==> src/rtl/oms_pkg.sv <==
// Shared definitions for the OMS MAC accumulator: FSM state type, default
// sizing constants and the saturating-add helper used when the
// OMS_ACC_SATURATE_EN build option is enabled.
package oms_pkg;

  localparam int OMS_PROD_W  = 10;
  localparam int OMS_ACC_W   = 13;
  localparam int OMS_N_TERMS = 8;

  typedef enum logic [1:0] {
    IDLE  = 2'd0,
    ACCUM = 2'd1,
    HOLD  = 2'd2
  } oms_state_t;

  // Adds a and b and clips at 2^w-1. Result is {overflow, value}; value
  // occupies the low w bits.
  function automatic logic [32:0] oms_sat_add(input logic [31:0] a,
                                              input logic [31:0] b,
                                              input int unsigned w);
    logic [32:0] s;
    logic [32:0] mx;
    s  = {1'b0, a} + {1'b0, b};
    mx = (33'd1 << w) - 33'd1;
    if (s > mx) begin
      return {1'b1, mx[31:0]};
    end
    return {1'b0, s[31:0]};
  endfunction

endpackage

==> src/rtl/oms_acc_datapath.sv <==
// Accumulator datapath: adder (wrapping, or saturating with sticky flag when
// OMS_ACC_SATURATE_EN is defined), running-sum register and acc_out register.
// Controlled by load/add/capture strobes from the FSM in the top level.
module oms_acc_datapath
  import oms_pkg::*;
#(
  parameter int PROD_W = OMS_PROD_W,
  parameter int ACC_W  = OMS_ACC_W
) (
  input  logic              clk,
  input  logic              reset,
  input  logic              clr,
  input  logic              load,
  input  logic              add,
  input  logic              capture,
  input  logic [PROD_W-1:0] mult,
`ifdef OMS_ACC_SATURATE_EN
  output logic              acc_sat,
`endif
  output logic [ACC_W-1:0]  acc_out
);

  logic [ACC_W-1:0] acc_reg;
  logic [ACC_W-1:0] acc_out_reg;
  logic [ACC_W-1:0] mult_ext;
  logic [ACC_W-1:0] base;
  logic [ACC_W-1:0] sum;
`ifdef OMS_ACC_SATURATE_EN
  logic [32:0]      sat_res;
  logic             ovf;
  logic             sat_reg;
`endif

  // Next sum; mult is gated off unless it is actually consumed so an
  // undriven product bus cannot leak into the registers.
  always_comb begin
    mult_ext = (load || add) ? ACC_W'(mult) : '0;
    base     = load ? '0 : acc_reg;
`ifdef OMS_ACC_SATURATE_EN
    sat_res  = oms_sat_add(32'(base), 32'(mult_ext), ACC_W);
    sum      = ACC_W'(sat_res[31:0]);
    ovf      = sat_res[32];
`else
    sum      = base + mult_ext;
`endif
  end

  // Running sum and published result registers.
  always_ff @(posedge clk or posedge reset) begin
    if (reset) begin
      acc_reg     <= '0;
      acc_out_reg <= '0;
    end else if (clr) begin
      acc_reg <= '0;
    end else begin
      if (load || add) acc_reg     <= sum;
      if (capture)     acc_out_reg <= sum;
    end
  end

`ifdef OMS_ACC_SATURATE_EN
  // Sticky saturation flag for the batch; restarts with each new batch.
  always_ff @(posedge clk or posedge reset) begin
    if (reset) begin
      sat_reg <= 1'b0;
    end else if (clr) begin
      sat_reg <= 1'b0;
    end else if (load) begin
      sat_reg <= ovf;
    end else if (add) begin
      sat_reg <= sat_reg | ovf;
    end
  end

  assign acc_sat = sat_reg;
`endif

  assign acc_out = acc_out_reg;

endmodule

==> src/rtl/oms_mac_accumulator.sv <==
// Multiply-accumulate back end for the OMS/APC LUT multiplier: accumulates
// N_TERMS unsigned products per batch and hands each sum out over a
// valid/ready handshake. Build option OMS_ACC_SATURATE_EN turns on
// saturating addition and the acc_sat output.
module oms_mac_accumulator
  import oms_pkg::*;
#(
  parameter int PROD_W  = OMS_PROD_W,
  parameter int ACC_W   = OMS_ACC_W,
  parameter int N_TERMS = OMS_N_TERMS
) (
  input  logic              clk,
  input  logic              reset,
  input  logic              clear,
  input  logic              in_valid,
  output logic              in_ready,
  input  logic [PROD_W-1:0] mult,
  output logic              out_valid,
  input  logic              out_ready,
  output logic [ACC_W-1:0]  acc_out,
`ifdef OMS_ACC_SATURATE_EN
  output logic              acc_sat,
`endif
  output logic [7:0]        term_cnt
);

  localparam logic [7:0] LAST_CNT = 8'(N_TERMS - 1);
  localparam bit         SINGLE   = (N_TERMS == 1);

  oms_state_t state_reg;
  logic [7:0] term_cnt_reg;
  logic       out_valid_reg;
  logic       accept;
  logic       start;
  logic       load;
  logic       add;
  logic       capture;

  // Handshake and datapath strobes. A HOLD slot frees up in the same cycle
  // it is drained, so back-to-back batches run without a bubble.
  always_comb begin
    in_ready = (state_reg != HOLD) || out_ready;
    accept   = in_valid && in_ready;
    start    = accept && (state_reg != ACCUM);
    load     = !clear && start;
    add      = !clear && accept && (state_reg == ACCUM);
    capture  = (add && (term_cnt_reg == LAST_CNT)) || (load && SINGLE);
  end

  // Batch control FSM; clear outranks accepts and transfers.
  always_ff @(posedge clk or posedge reset) begin
    if (reset) begin
      state_reg     <= IDLE;
      term_cnt_reg  <= '0;
      out_valid_reg <= 1'b0;
    end else if (clear) begin
      state_reg     <= IDLE;
      term_cnt_reg  <= '0;
      out_valid_reg <= 1'b0;
    end else if (start) begin
      term_cnt_reg <= 8'd1;
      if (SINGLE) begin
        state_reg     <= HOLD;
        out_valid_reg <= 1'b1;
      end else begin
        state_reg     <= ACCUM;
        out_valid_reg <= 1'b0;
      end
    end else begin
      case (state_reg)
        ACCUM: begin
          if (accept) begin
            term_cnt_reg <= term_cnt_reg + 8'd1;
            if (term_cnt_reg == LAST_CNT) begin
              state_reg     <= HOLD;
              out_valid_reg <= 1'b1;
            end
          end
        end
        HOLD: begin
          if (out_ready) begin
            state_reg     <= IDLE;
            term_cnt_reg  <= '0;
            out_valid_reg <= 1'b0;
          end
        end
        IDLE: ;
        default: begin
          state_reg     <= IDLE;
          term_cnt_reg  <= '0;
          out_valid_reg <= 1'b0;
        end
      endcase
    end
  end

  oms_acc_datapath #(
    .PROD_W (PROD_W),
    .ACC_W  (ACC_W)
  ) u_datapath (
    .clk     (clk),
    .reset   (reset),
    .clr     (clear),
    .load    (load),
    .add     (add),
    .capture (capture),
    .mult    (mult),
`ifdef OMS_ACC_SATURATE_EN
    .acc_sat (acc_sat),
`endif
    .acc_out (acc_out)
  );

  assign out_valid = out_valid_reg;
  assign term_cnt  = term_cnt_reg;

endmodule

==> config.mk <==
export PLATFORM = sky130hd
export DESIGN_NAME = oms_mac_accumulator
export DESIGN_NICKNAME = d
export VERILOG_FILES = /design/src/rtl/oms_pkg.sv /design/src/rtl/oms_acc_datapath.sv /design/src/rtl/oms_mac_accumulator.sv
export SDC_FILE = /design/constraint.sdc
export NUM_CORES = 1
export LEC_CHECK = 0
export BUFFER_PORTS_ARGS = -buffer_cell sky130_fd_sc_hd__buf_2
export CORE_MARGIN = 1.5
export CORE_UTILIZATION = 35
export DETAILED_ROUTE_END_ITERATION = 16
export SETUP_SLACK_MARGIN = 0.4
export SYNTH_ARGS = -nofsm -noshare
export SYNTH_HDL_FRONTEND = slang
export SYNTH_SLANG_ARGS = --single-unit
==> constraint.sdc <==
create_clock -name clk -period 4.2 [get_ports clk]
set_input_delay 0.63 -clock clk [delete_from_list [all_inputs] [get_ports clk]]
set_output_delay 0.63 -clock clk [all_outputs]
set_load 0.02 [all_outputs]
[Word level (Yosys, flattened, before mapping)]
Cells that the tools add are included.
Word-level totals
  bits of input ports: 15
  register bits: 37
  word-level logic and storage cells: 52
Operators by class
  mux-type cells: 21
  equal/unequal tests: 9
  add/subtract/negate cells: 2
  bitwise gates (word level): 1
  reductions and logical operators: 14
Operators by type and width (number)
  two-way mux 13 bit: 3
  two-way mux 8 bit: 4
  case mux 8 bit (3 select lines): 1
  adder 13 bit: 1
  two-way mux 10 bit: 1
  two-way mux 2 bit: 5
  adder 8 x 1 -> 8 bit, second input constant: 1
  == test 8 x 3 -> 1 bit, second input constant: 1
  != test 4 bit, second input constant: 2
  logical AND 1 bit: 6
  case mux 2 bit (3 select lines): 1
  two-way mux 1 bit: 5
  != test 4 x 3 -> 1 bit, second input constant: 1
  AND reduction 4 bit: 1
  != test 3 bit, second input constant: 1
  case mux 1 bit (3 select lines): 1
  AND reduction 3 bit: 1
  == test 2 x 1 -> 1 bit, second input constant: 1
  == test 2 bit, second input constant: 1
  zero test 2 bit: 1
  logical OR 1 bit: 2
  != test 2 x 1 -> 1 bit, second input constant: 1
  != test 2 bit, second input constant: 1
  AND reduction 2 bit: 1
  3 further kinds: 3

[Longest topological paths before layout]
  word-level depth: 10
  gate-level depth with buffers: 15
  depth with buffers taken out: 14

[Modules after synthesis]
From an unflattened synthesis, not the netlist that was laid out.
Second synthesis, totals
  cell total of the unflattened synthesis: 290
  area, all modules: 2511.2 um2
Modules (own cells, without submodules)
  oms_acc_datapath: times used 1, sequential area each 650.6 um2, cells an instance 222, area an instance 1894.3 um2
  oms_mac_accumulator: times used 1, sequential area each 250.2 um2, cells an instance 68, area an instance 616.8 um2

[Least setup slack after synthesis]
OpenSTA, ideal clock, no wires.
  path type: input to register
  start point: in out_ready
  end point: reg u_datapath.acc_out_reg[10], in the netlist u_datapath.acc_out[10]
  slack: 855 ps
  buffers on the path: 1
  data required time: 4064 ps
  arrival time: 3209 ps
  stages on the path: 13
  path through: nor3b_1 -> inv_1 -> nand2_1 -> nor2_1 -> clkbuf_1 -> and2_1 -> ha_1 -> a21o_1 -> a21oi_2 -> nand2_1 -> a31oi_1 -> xor2_1 -> o21ai_0
On the way
  word-level cells in the longest chain between the ends: 7
RTL lines
  start, declared: line oms_mac_accumulator.sv:19  | input logic out_ready,
  logical OR 1 bit (*): line oms_mac_accumulator.sv:42  | in_ready = (state_reg != HOLD) || out_ready;
  via in_ready: line oms_mac_accumulator.sv:16  | output logic in_ready,
  logical AND 1 bit (*): line oms_mac_accumulator.sv:43  | accept = in_valid && in_ready;
  logical AND 1 bit, on equally long branches: line oms_mac_accumulator.sv:44, oms_mac_accumulator.sv:46
  logical AND 1 bit, on equally long branches: line oms_mac_accumulator.sv:45, oms_mac_accumulator.sv:46
  logical OR 1 bit: line oms_acc_datapath.sv:37  | mult_ext = (load || add) ? ACC_W'(mult) : '0;
  two-way mux 10 bit: line oms_acc_datapath.sv:37
  adder 13 bit: line oms_acc_datapath.sv:44  | sum = base + mult_ext;
  end signal, assigned: line oms_acc_datapath.sv:57  | if (capture) acc_out_reg <= sum;
  end, declared: line oms_acc_datapath.sv:24  | logic [ACC_W-1:0] acc_out_reg;
Mark *: on every way through the listed nets, which the timed path passes. The rest lies on a longest branch.
A chain may end at the register's enable or synchronous reset.

[Final worst setup path]
  start point: reg state_reg[1]
  end point: reg u_datapath.acc_reg[12]
On the way
  word-level cells in the longest chain between the ends: 10
RTL lines
  start, declared: line oms_mac_accumulator.sv:30  | oms_state_t state_reg;
  start signal, assigned: line oms_mac_accumulator.sv:53  | state_reg <= IDLE;
  start signal, assigned: line oms_mac_accumulator.sv:57  | state_reg <= IDLE;
  start signal, assigned: line oms_mac_accumulator.sv:63  | state_reg <= HOLD;
  != test 2 bit: line oms_mac_accumulator.sv:42
  logical OR 1 bit: line oms_mac_accumulator.sv:42
  logical AND 1 bit: line oms_mac_accumulator.sv:43
  logical AND 1 bit, on equally long branches: line oms_mac_accumulator.sv:44, oms_mac_accumulator.sv:46
  logical AND 1 bit, on equally long branches: line oms_mac_accumulator.sv:45, oms_mac_accumulator.sv:46
  logical OR 1 bit: line oms_acc_datapath.sv:37, oms_acc_datapath.sv:56
  two-way mux 10 bit: line oms_acc_datapath.sv:37
  adder 13 bit: line oms_acc_datapath.sv:44
  two-way mux 13 bit: line oms_acc_datapath.sv:56  | if (load || add) acc_reg <= sum;
  two-way mux 13 bit: line oms_acc_datapath.sv:53  | end else if (clr) begin
  end signal, assigned: line oms_acc_datapath.sv:56
  end, declared: line oms_acc_datapath.sv:23  | logic [ACC_W-1:0] acc_reg;
Parallel ways exist; a longest one is shown, timed or not. The select of a mux whose other input is x is not followed.

==> metrics.md <==
| Metric | Value |
|---|---|
| Post-CTS setup buffer count | `0` |
| DRT antenna net count | `0` |
| Ys async rst share | `100%` |
| CORE AREA | `5990 µm²` |
| Total power | `696 µW` |
| DR vias | `~1800` |
| Post-synth EDFFs | `0` |
| GR Util met3 | `3.96%` |
| Post-route DRC | `0` |
| TNS Setup | `0 ns` |
| Total Routed Length | `5080 µm` |
| Min Clock Period, post-route | `3.36 ns` |
| Layout cell share with drive strength beyond 1 | `22.1%` |
| Worst path cell trace | `nor3b_1, inv_1, nand2_1, nor2_1, and2_1, ha_1, inv_1, fa_1, nor2b_1, o21ai_0, nand2_1, a31oi_1, buf_4, nor4_1, a2bb2oi_1` |
| First-pass GRT wire length | `8420 µm` |
| Fmax | `approximately 0.30 GHz` |
| Static leakage | `1.29 nW` |
| Num Clock Sinks | `36` |
| Grt ovf | `0` |
| WS Path Type | `flip-flop to flip-flop` |
| Worst r2r src | `state_reg[1]` |
| Initial cell density of the core | `36.8%` |
| Final period util | `80.0%` |
| Synthesis-to-layout area growth | `18.2%` |
| CTS tree | `built` |
| YS warnings | `0` |
| Total track usage | `between 10% and 20%` |
| Bufs and invs on worst path | `3` |
| Die area | `6780 µm²` |
| Cell Rows | `28` |
| DR iter-0 viols | `90` |
| # fillers | `between 500 and 600` |
| RSZ-0062 raised after global routing | `false` |
| Most numerous cell in the Yosys netlist | `dfrtp_1` |
| Crit-path slowest cell | `nor2_1` |
| Worst reg2reg path depth | `15` |
| Crit path DAT | `3.58 ns` |
| Die Ht | `82.4 µm` |
| Final hold vios | `0` |
| Average size of a mapped cell | `around 9.0 µm²` |
| Final non-filler cell total | `365` |
| Initial antenna violation count | `0` |
| Die Wd | `82.4 µm` |
| Setup violators final | `0` |
| Family with the most delay on the worst path | `simple AND/OR/NAND/NOR gates` |
| Clk buf depth | `2` |
| Worst Max-Slew Pin Slew | `0.675 ns` |
| H-Tree Depth | `2` |
| Top_reg_cell synth | `dfrtp_1` |
| Slew Limit Fails | `0` |
| Clk slew on worst S/H paths | `0.08 ns` |
| Top Usage Layer GRT | `met2` |
| Final nets | `roughly 320` |
| RePlAce Congestion | `0.872` |
| CP required | `4.42 ns` |
| Status | `finished clean` |
| CP Max Fanout | `11` |
| Placed Cells incl. Taps | `between 300 and 400` |
| Vias in the first global route | `roughly 1700` |
| Mapped Nets | `about 270` |
| Cell Area, Placed | `2510 µm²` |
| Diode count | `0` |
| Post-cts resize count | `0` |
| Drt first pass iters | `4` |
| Final clock skew | `between 0.005 and 0.006 ns` |
| CTS Buf Count | `5` |
| Met1 Use GR | `22.4%` |
| Met2 Use GR | `25.9%` |
| Worst Setup SP | `state_reg[1]` |
| Synth area leader | `dfrtp_1` |
| Crit start category | `flip-flop` |
| CTS Hold Bufs | `0` |
| Largest net degree at the start of global routing | `37` |
| Number of max-cap violations | `0` |
| CTS Root Cell | `clkbuf_8` |
| Reg2Reg Setup Slack | `around 0.84 ns` |
| Cell count after synthesis | `between 200 and 250` |
| # IOs | `38` |
| CP Capture Type | `flip-flop` |
| Max VDD drop | `0.000201 V` |
| Max incr delay on CP | `0.53 ns` |
| I/O Buffers | `37` |
| Synthesized cell area | `2200 µm²` |
| Clk_lat worst skew | `~0.29 ns` |
| HPWL after detailed placement | `3770 µm` |
| Yosys top cell area share | `between 40% and 50%` |
| Slew headroom | `between 50% and 60%` |
| Sequential-to-total area share from yosys stat | `40.9%` |
| Routed len/inst | `13.9 µm` |
| Top area cells in the synthesized netlist | `dfrtp_1, ha_1, nand2_1, nor2b_1, a21oi_1` |
| Drt via density | `5.04` |
| Post-synth top cells | `dfrtp_1, nand2_1, a21oi_1, nor2b_1, o21ai_0` |
| Pwr Density | `267 nW/µm²` |
| Synth cell types | `40` |
| Final instance area | `2610 µm²` |
| Flop and latch count out of synthesis | `36` |
| Min-Delay Path Class | `input pin to async pin` |
| Reg-to-reg endpoint | `u_datapath.acc_reg[12]` |
cell usage in the layout, fill, tap and decap left out, types with 9 or more instances in the layout:
master	Yosys	final
nand2_1	31	31
nor2_1	13	13
ha_1	11	11
dfrtp_1	36	36
inv_1	11	11
buf_2	1	37
nor2b_1	16	16
o21ai_0	15	15
and2_1	9	9
a21oi_1	18	18
worst min-delay path: cells and delay by family:
family   cells  cell delay, ns
buf+inv      3            0.53
worst max path at each step:
stage / cells after the start / endpoint
6_report: 15 / u_datapath.acc_reg[12]
5_1_grt: 15 / u_datapath.acc_reg[12]
4_1_cts: 15 / u_datapath.acc_reg[12]
3_5_place_dp: 14 / u_datapath.acc_reg[12]
3_3_place_gp: 14 / u_datapath.acc_reg[12]
2_1_floorplan: 13 / u_datapath.acc_out[10]
through the flow:
stage          hold WS, ns  util, %  worst slack, ns
2_1_floorplan        0.465        -            0.855
3_3_place_gp         0.460     41.9            0.713
3_5_place_dp         0.465     41.9            0.661
4_1_cts              0.445     43.5            0.807
5_1_grt              0.472     43.5            0.405
6_report             0.430     43.5            0.839
kinds of logic after synthesis:
group,Yosys count,synth area share (%)
AND/OR/NAND/NOR,100,24.1
AO/OA/AOI/OAI,59,16.3
flip-flops,36,40.9
buffers and inverters,19,3.29
XOR/XNOR,12,4.77
adder cells (fa/ha/maj),12,7.15
multiplexers,7,3.58
power by group:
part	switching [mW]	total, mW	internal, mW
clock network	0.141	0.259	0.118
logic	0.0493	0.0801	0.0308
registers	0.00443	0.357	0.352
area by class of cell:
class | count | area [µm²] | area share [%]
multi-input combinational | 190 | 1230 | 47.3
sequential | 36 | 901 | 34.6
timing repair buffer | 45 | 245 | 9.41
tap | 75 | 93.8 | 3.60
clock buffer | 5 | 68.8 | 2.64
inverter | 11 | 41.3 | 1.59
clock inverter | 3 | 23.8 | 0.913
per-layer routing:
layer  vias to the layer above  routed length [µm]
met1                       850                2450
met3                        11                 193
met2                        36                2330
met5                         -                   0
met4                         0                 106
li1                        941                   -
Power figures use the tool's default switching activity.
